## src/rtl/mem_lsu.sv

```systemverilog
// Load/store unit for the hxd32 MEM stage: one request in, one RAM beat (or two for
// word-crossing accesses), one response out, with load alignment and sign/zero extension.
module mem_lsu #(
   parameter int XLEN        = 32,
   parameter bit MISALIGN_EN = 1'b1
) (
   input  logic              clk_i,
   input  logic              rst_i,
   input  logic              req_valid_i,
   output logic              req_ready_o,
   input  logic              req_wr_i,
   input  logic [1:0]        req_size_i,
   input  logic              req_signed_i,
   input  logic [XLEN-1:0]   req_addr_i,
   input  logic [XLEN-1:0]   req_wdata_i,
   output logic              dram_en_o,
   output logic [XLEN-1:0]   dram_addr_o,
   output logic [XLEN/8-1:0] dram_wr_byte_en_o,
   output logic [XLEN-1:0]   dram_wr_data_o,
   input  logic [XLEN-1:0]   dram_rd_data_i,
   output logic              rsp_valid_o,
   output logic [XLEN-1:0]   rsp_rdata_o,
   output logic              rsp_err_o
);

   localparam int NB = XLEN / 8;
   localparam int OB = $clog2(NB);

   typedef enum logic [1:0] {S_IDLE, S_ISSUE0, S_ISSUE1, S_RESP} state_t;

   state_t            r_state;
   state_t            w_next;
   logic              r_wr;
   logic              r_signed;
   logic [1:0]        r_size;
   logic [XLEN-1:0]   r_addr;
   logic [XLEN-1:0]   r_wdata;
   logic [XLEN-1:0]   r_lo;

   logic              w_accept;
   logic              w_req_err;
   logic [2*NB-1:0]   w_mask;
   logic              w_split;
   logic              w_err;
   logic [OB-1:0]     w_off;
   logic [XLEN-1:0]   w_word_addr;
   logic [2*XLEN-1:0] w_wshift;
   logic [XLEN-1:0]   w_rd_hi;
   logic [XLEN-1:0]   w_rd_lo;
   logic [2*XLEN-1:0] w_rcat;
   logic [XLEN-1:0]   w_rext;

   // Byte footprint of an access across two adjacent words; upper half set means a split.
   function automatic logic [2*NB-1:0] f_mask(input logic [1:0] size, input logic [OB-1:0] off);
      logic [2*NB-1:0] base;
      base = '0;
      for (int i = 0; i < 8; i++)
         if (i < (1 << size)) base[i] = 1'b1;
      return base << off;
   endfunction

   function automatic logic f_err(input logic [1:0] size, input logic [2*NB-1:0] mask);
      return ((size == 2'd3) && (XLEN == 32)) || ((|mask[2*NB-1:NB]) && !MISALIGN_EN);
   endfunction

   assign w_off       = r_addr[OB-1:0];
   assign w_mask      = f_mask(r_size, w_off);
   assign w_split     = |w_mask[2*NB-1:NB];
   assign w_err       = f_err(r_size, w_mask);
   assign w_req_err   = f_err(req_size_i, f_mask(req_size_i, req_addr_i[OB-1:0]));
   assign w_accept    = req_valid_i & req_ready_o;
   assign w_word_addr = {r_addr[XLEN-1:OB], {OB{1'b0}}};
   assign w_wshift    = {{XLEN{1'b0}}, r_wdata} << {w_off, 3'b000};

   // Beat 0 was parked in r_lo on a split; otherwise the single beat is the low word.
   assign w_rd_hi = w_split ? dram_rd_data_i : {XLEN{1'b0}};
   assign w_rd_lo = w_split ? r_lo : dram_rd_data_i;
   assign w_rcat  = {w_rd_hi, w_rd_lo} >> {w_off, 3'b000};

   always_comb begin
      int nbits;
      nbits  = 8 << r_size;
      w_rext = '0;
      for (int i = 0; i < XLEN; i++)
         w_rext[i] = (i < nbits) ? w_rcat[i] : (r_signed & w_rcat[nbits-1]);
   end

   always_comb begin
      // NOTE: every output and next-state is given a default first, so no path can infer a latch.
      w_next            = r_state;
      req_ready_o       = 1'b0;
      dram_en_o         = 1'b0;
      dram_addr_o       = '0;
      dram_wr_byte_en_o = '0;
      dram_wr_data_o    = '0;
      rsp_valid_o       = 1'b0;
      rsp_rdata_o       = '0;
      rsp_err_o         = 1'b0;
      case (r_state)
         S_IDLE: begin
            req_ready_o = 1'b1;
            if (req_valid_i) w_next = w_req_err ? S_RESP : S_ISSUE0;
         end
         S_ISSUE0: begin
            dram_en_o         = 1'b1;
            dram_addr_o       = w_word_addr;
            dram_wr_byte_en_o = r_wr ? w_mask[NB-1:0] : '0;
            dram_wr_data_o    = w_wshift[XLEN-1:0];
            w_next            = w_split ? S_ISSUE1 : S_RESP;
         end
         S_ISSUE1: begin
            dram_en_o         = 1'b1;
            dram_addr_o       = w_word_addr + XLEN'(NB);
            dram_wr_byte_en_o = r_wr ? w_mask[2*NB-1:NB] : '0;
            dram_wr_data_o    = w_wshift[2*XLEN-1:XLEN];
            w_next            = S_RESP;
         end
         S_RESP: begin
            req_ready_o = 1'b1;
            rsp_valid_o = 1'b1;
            rsp_err_o   = w_err;
            rsp_rdata_o = (!r_wr && !w_err) ? w_rext : '0;
            if (req_valid_i) w_next = w_req_err ? S_RESP : S_ISSUE0;
            else             w_next = S_IDLE;
         end
         default: w_next = S_IDLE;
      endcase
   end

   always_ff @(posedge clk_i) begin
      if (rst_i) begin
         r_state <= S_IDLE;
         r_lo    <= '0;
      end else begin
         r_state <= w_next;
         if (r_state == S_ISSUE1 && !r_wr) r_lo <= dram_rd_data_i;
      end
   end

   // NOTE: request capture registers carry no reset; they are only observed after an accept loads them.
   always_ff @(posedge clk_i) begin
      if (w_accept) begin
         r_wr     <= req_wr_i;
         r_size   <= req_size_i;
         r_signed <= req_signed_i;
         r_addr   <= req_addr_i;
         r_wdata  <= req_wdata_i;
      end
   end

endmodule
```

## config.mk

```make
export PLATFORM = sky130hd
export DESIGN_NAME = mem_lsu
export DESIGN_NICKNAME = d
export VERILOG_FILES = /design/src/rtl/mem_lsu.sv
export SDC_FILE = /design/constraint.sdc
export NUM_CORES = 1
export LEC_CHECK = 0
export BUFFER_PORTS_ARGS = -buffer_cell sky130_fd_sc_hd__buf_4
export CAP_MARGIN = 20
export CORE_MARGIN = 2
export CORE_UTILIZATION = 48
export CTS_CLUSTER_DIAMETER = 200
export CTS_CLUSTER_SIZE = 24
export DETAILED_ROUTE_END_ITERATION = 10
export PLACE_DENSITY = 0.78
export SYNTH_ARGS = -nofsm -noshare
export SYNTH_HDL_FRONTEND = slang
export SYNTH_SLANG_ARGS = --single-unit
```

## constraint.sdc

```tcl
create_clock -name clk_i -period 4.2 [get_ports clk_i]
set_clock_uncertainty 0.1 [all_clocks]
set_input_delay 0.63 -clock clk_i [delete_from_list [all_inputs] [get_ports clk_i]]
set_output_delay 0.63 -clock clk_i [all_outputs]
set_load 0.005 [all_outputs]
```

# ---- Word-level counts from Yosys, hierarchy flattened
# Index checks and enable logic that the tools add are counted.
dict set report classes {
  addsub 2
  order_cmp 41
  n_eq_ne 6
  n_shift 5
  mux 61
  bitwise_logic 2
  reduce_logical 8
}
# op count
set ops {}
lappend ops {{$lt 6x32->1 const A} 16}
lappend ops {{$lt 4x32->1 const A} 8}
lappend ops {{$lt 5x32->1 const A} 8}
lappend ops {{$lt 3x32->1 const A} 4}
lappend ops {{$mux 32} 4}
lappend ops {{$pmux 32 s2} 2}
lappend ops {{$lt 1x32->1 const A} 2}
lappend ops {{$lt 2x32->1 const A} 2}
lappend ops {{$shl 32x5->64} 1}
lappend ops {{$shr 64x5->64} 1}
lappend ops {{$mux 1} 47}
lappend ops {{$add 32x3->32 const B} 1}
lappend ops {{$lt 32x8->1 const B} 1}
lappend ops {{$shl 1x2->32 const A} 1}
lappend ops {{$shl 4x2->32 const A} 1}
lappend ops {{$sub 32x2->32 const B} 1}
lappend ops {{$eq 2x2->1 const B} 4}
lappend ops {{$mux 4} 2}
lappend ops {{$pmux 2 s4} 1}
lappend ops {{$pmux 4 s2} 1}
lappend ops {{$shl 8x2->8} 1}
lappend ops {{$bmux 1 s6} 1}
lappend ops {{$mux 2} 3}
lappend ops {{$reduce_or 2->1} 2}
lappend ops {{other kinds (7)} 10}
dict set report totals {
  ff_bits 102
  in_bits 103
}

# ---- Depth between registers and ports, before layout
dict set report depth {
  depth_word 14
  depth_mapped 14
  depth_no_buf 9
}

# ---- Worst setup path after synthesis
# Ideal clock, no wire load.
dict set report synth_path {
  path_type {register to register}
  from {register r_state[0]}
  to {register r_addr[0] (enable)}
  setup_ns 0.501
  arrival_time_ns 3.967
  slack_ns -0.368
  stages_incl_launch_ff 5
  cell_sequence {dfxtp_1 inv_1 ha_1 clkbuf_1 nor2b_1}
}
dict set report synth_between {
  elab_chain_len 4
}
# element line
set synth_rtl {}
lappend synth_rtl {{start: declaration} 31} ;# state_t r_state;
lappend synth_rtl {{start signal: assignment} 135} ;# r_state <= w_next;
lappend synth_rtl {{$eq 2x2->1 or $logic_not 2->1 (tied branches)} 99} ;# case (r_state)
lappend synth_rtl {{$reduce_or 2->1 (no line) (*)} -}
lappend synth_rtl {{$mux 1 (*)} 99}
lappend synth_rtl {{$and 1x1->1 (*)} 71} ;# assign w_accept = req_valid_i & req_ready_o;
lappend synth_rtl {{via w_accept} 40} ;# logic w_accept;
lappend synth_rtl {{end signal: assignment} 146} ;# r_addr <= req_addr_i;
lappend synth_rtl {{end: declaration} 36} ;# logic [XLEN-1:0] r_addr;
# The timed path passes the listed nets; every way through them passes the cells marked *.
# A chain may end at the register's enable or synchronous reset.

# ---- Worst setup path in the final report
dict set report layout_path {
  from {register r_size[0]}
  to {output port rsp_rdata_o[10]}
}
dict set report layout_between {
  elab_chain_len 14
}
# element line
set layout_rtl {}
lappend layout_rtl {{start: declaration} 35} ;# logic [1:0] r_size;
lappend layout_rtl {{start signal: assignment} 144} ;# r_size <= req_size_i;
lappend layout_rtl {{$shl 1x2->32} 58} ;# if (i < (1 << size)) base[i] = 1'b1;
lappend layout_rtl {{$lt 1x32->1 (tied with other cells)} 58}
lappend layout_rtl {{$mux 1} 58}
lappend layout_rtl {{$shl 8x2->8} 59} ;# return base << off;
lappend layout_rtl {{$reduce_or 4->1} -}
lappend layout_rtl {{$mux 32 (on tied branches)} {77, 76}}
lappend layout_rtl {{$shr 64x5->64} 78} ;# assign w_rcat = {w_rd_hi, w_rd_lo} >> {w_off, 3'b000};
lappend layout_rtl {{$bmux 1 s6} 85} ;# w_rext[i] = (i < nbits) ? w_rcat[i] : (r_signed & w_rcat[nbits-1]);
lappend layout_rtl {{$mux 1 (implied by the code) (2 in series)} 85}
lappend layout_rtl {{$and 1x1->1} 85}
lappend layout_rtl {{$mux 1} 85}
lappend layout_rtl {{$mux 32 (*)} 122} ;# rsp_rdata_o = (!r_wr && !w_err) ? w_rext : '0;
lappend layout_rtl {{$mux 32 (*)} 99}
lappend layout_rtl {{end: declaration} 22} ;# output logic [XLEN-1:0] rsp_rdata_o,
# Mark *: on every way between the ends. The rest lies on a longest branch, timed or not. The select of a mux whose other input is x is not followed.

==> metrics.md <==
| Metric | Value |
|---|---|
| GRT met2 Usage | 43.9% |
| Post-DR wirelength/cell | 18.3 um |
| Vias per inst | 6.03 |
| Area Growth Syn to Fin | 27.6% |
| Post-synth cell types | 69 |
| Setup TNS | 0 ns |
| Die area | 15600 um^2 |
| CP peak stage delay | 0.52 ns |
| Largest net degree at the start of global routing | 56 |
| Worst-path maximum fanout | 9 |
| Tot GR Track Use | 26.5% |
| CTS tree | built |
| Async set-or-reset flop fraction in the synthesized netlist | 0% |
| F_max | 248 MHz |
| DPL Wire Length | 15.0 mm |
| # hold bufs at CTS | 0 |
| Final worst-path cycle share | 96.0% |
| Overflow after GRT | 0 |
| Largest family of logic cells by synthesized area | compound AO/OA/AOI/OAI gates |
| Final Setup Violations | 0 |
| Dpl cell area | 8590 um^2 |
| Crit path cell chain | or2_2, clkinvlp_4, ha_4, or2_1, and4_4, or4_4, a21o_1, a211oi_4, buf_4, a21oi_1, buf_4 |
| Post-DRT Antenna Nets | 0 |
| First DRT Iteration DRCs | 610 |
| Top cell type by total area after synthesis | edfxtp_1 |
| Core Area | 14400 um^2 |
| Complex-gate fraction of the synthesized area | 22.8% |
| Die X | 125 um |
| Mux cell area share after synthesis | 14.6% |
| VDD IR max | 0.000393 V |
| Crit path time final | 4.03 ns |
| Vias in the first global route | 6452 |
| Grt met3 use | 7.09% |
| Total power | 4.06 mW |
| Critical path's slowest cell | or4_4 |
| DRT Pass-1 Iters | 5 |
| Synthesized flop and latch total | 102 |
| Grt peak-use layer | met2 |
| Layout fillers | 1224 |
| Met1 usage | 33.1% |
| RSZ-0062 raised after global routing | no |
| Max-cap viol count | 0 |
| Post-Synth Adder-Cell Area | 1.43% |
| Commonest non-fill, non-tap cell in the layout | buf_4 |
| First-pass GRT wire length | 33.3 mm |
| Design area | 8930 um^2 |
| Critical path class | reg2out |
| Maximum buffer depth of the clock tree | 2 |
| EDFF count, synth | 68 |
| Critical Path Most Common Cell | buf_4 |
| GP Congestion | 0.934 |
| Row Count | 44 |
| Fin nets | 1065 |
| Post-Synthesis Cells | 783 |
| Worst Path Buf+Inv | 3 |
| Root buf cell | clkbuf_16 |
| Post-Synth XOR/XNOR Area | 0.125% |
| Worst slew pin tran | 1.01 ns |
| Kind of cell adding the most delay to the critical path | simple AND/OR/NAND/NOR gates |
| Synth Area per Inst | 8.93 um^2 |
| Arrival time worst endpoint | 3.30 ns |
| Max-slew violations | 0 |
| Synth Flop Type | edfxtp_1 |
| Layout cell share with drive strength beyond 1 | 28.7% |
| Final WL | 20.9 mm |
| Ys Warns | 0 |
| Worst Path Required | 3.47 ns |
| Synth top area cells | edfxtp_1, dfxtp_1, mux2i_1, nand2_1, a21oi_1 |
| Ports | 207 |
| Simple-Gate Fraction of Synth Area | 16.1% |
| N_diodes | 0 |
| Max-Slew Margin vs Limit | 32.7% |
| Fin util | 62.1% |
| Hold WC Path Type | in2reg |
| Clock slew at reported path FFs | 0.07 ns |
| Vias | 6893 |
| Port-buffer cells | 204 |
| Final hold vios | 0 |
| Status | finished clean |
| Initial antenna violation count | 0 |
| Netlist Area Pre-Place | 7000 um^2 |
| Chip height | 125 um |
| Leakage | 3.68 nW |
| # DRC | 0 |
| Clock Sink Count | 102 |
| H-tree depth | 3 |
| Commonest cells after routing, fill and taps aside | buf_4, nand2_1, a21oi_1, o21ai_0, edfxtp_1 |
| Power Dens Cells | 455 nW/um^2 |
| R2R Setup Slk | 1.69 ns |
| Starting Density | 48.7% |
| Yosys top cell area share | 29.2% |
| Kind of end point of the critical path | output port |
| Inserted Clock Buffers | 9 |
| Startpoint Class | flip-flop |
| Clock latency on the worst-skew pair | 0.36 ns |
| Register area share after synthesis | 38.9% |
state kept, by name (all words and copies together) (netlist names):
signal and count:
r_wr 1, r_addr 32, r_state 2, r_signed 1, r_wdata 32, r_size 2, r_lo 32
worst reg2reg max path, delay by kind of cell (launching register included):
kind          cells  cell delay [ns]
fa+ha+maj         1             0.48
flops             1             0.36
simple gates      1             0.43
buf+inv           2             0.73
metal layers:
layer / vias up / wire length (um) / part of all wire [%]
met5: - / 0 / 0
met2: 342 / 10200 / 49
li1: 3256 / - / -
met3: 43 / 1920 / 9.2
met4: 0 / 540 / 2.6
met1: 3252 / 8240 / 39
report_power, final:
group          total (mW)  leakage [nW]  switching (mW)  internal (mW)
Clock               0.809         0.136           0.396          0.413
Sequential           1.45         0.920           0.150           1.30
Combinational        1.81          2.62            1.03          0.776
layout make-up:
| type | count | area (um^2) | share of cell area (%) |
|---|---|---|---|
| repair buffers | 223 | 1700 | 19.0 |
| clock inverters | 7 | 60.1 | 0.673 |
| flip-flops and latches | 102 | 2720 | 30.5 |
| inverters | 26 | 101 | 1.14 |
| clock buffers | 9 | 225 | 2.52 |
| multi-input cells | 592 | 3890 | 43.6 |
| well taps | 184 | 230 | 2.58 |
logic make-up (layout without fill, tap and decap cells):
family	count (synthesis)	count (layout)
multiplexers	84	84
adder cells (fa/ha/maj)	8	8
XOR/XNOR	1	1
other	1	2
flip-flops	102	102
AND/OR/NAND/NOR	246	246
buffers and inverters	90	265
AO/OA/AOI/OAI	251	251
cells in the mapped netlist, types with 4 or more instances:
cell	count
clkbuf_1	38
buf_2	11
o31ai_1	5
and4_1	4
o22a_1	8
o211ai_1	10
and3_1	8
nor2b_1	10
and2_1	7
a21oi_1	70
inv_1	25
a31oi_1	8
o21ai_0	70
o22ai_1	16
nand4_1	12
nor3_1	5
buf_1	4
mux4_2	14
ha_1	8
a22o_1	5
a22oi_1	26
dfxtp_1	34
edfxtp_1	68
a32oi_1	4
nor2_1	51
nand3_1	14
nand2_1	120
buf_4	6
mux2_2	4
mux2i_1	66
path summary, 6_finish.rpt:
kind	cells after the start	to	start
worst max register to register	4	r_wdata[31]$_DFFE_PP_	r_state[0]$_SDFFE_PP0P_
worst max-delay path	11	rsp_rdata_o[10]	r_size[0]$_DFFE_PP_
worst min-delay path	1	r_wdata[22]$_DFFE_PP_	req_wdata_i[22]
worst min register to register	2	r_lo[10]$_SDFFE_PP0P_	r_lo[10]$_SDFFE_PP0P_
metrics by stage:
stage                     instances  hold WS [ns]  setup WS (ns)
after detailed placement       1125         0.346          0.220
after global routing           1143         0.327         0.0342
after global placement         1125         0.341          0.334
after floorplan                 784         0.336          0.508
after CTS                      1143         0.331          0.121
final                          1143         0.342          0.168
repair_timing:
item                                    in CTS  in global routing
buffers inserted                             2                  0
endpoints found under the hold margin        0                  0
endpoints found under the setup margin      23                 23
pin swaps                                    2                  1
resized for setup                            2                  3
(Power assumes the default switching activity.)
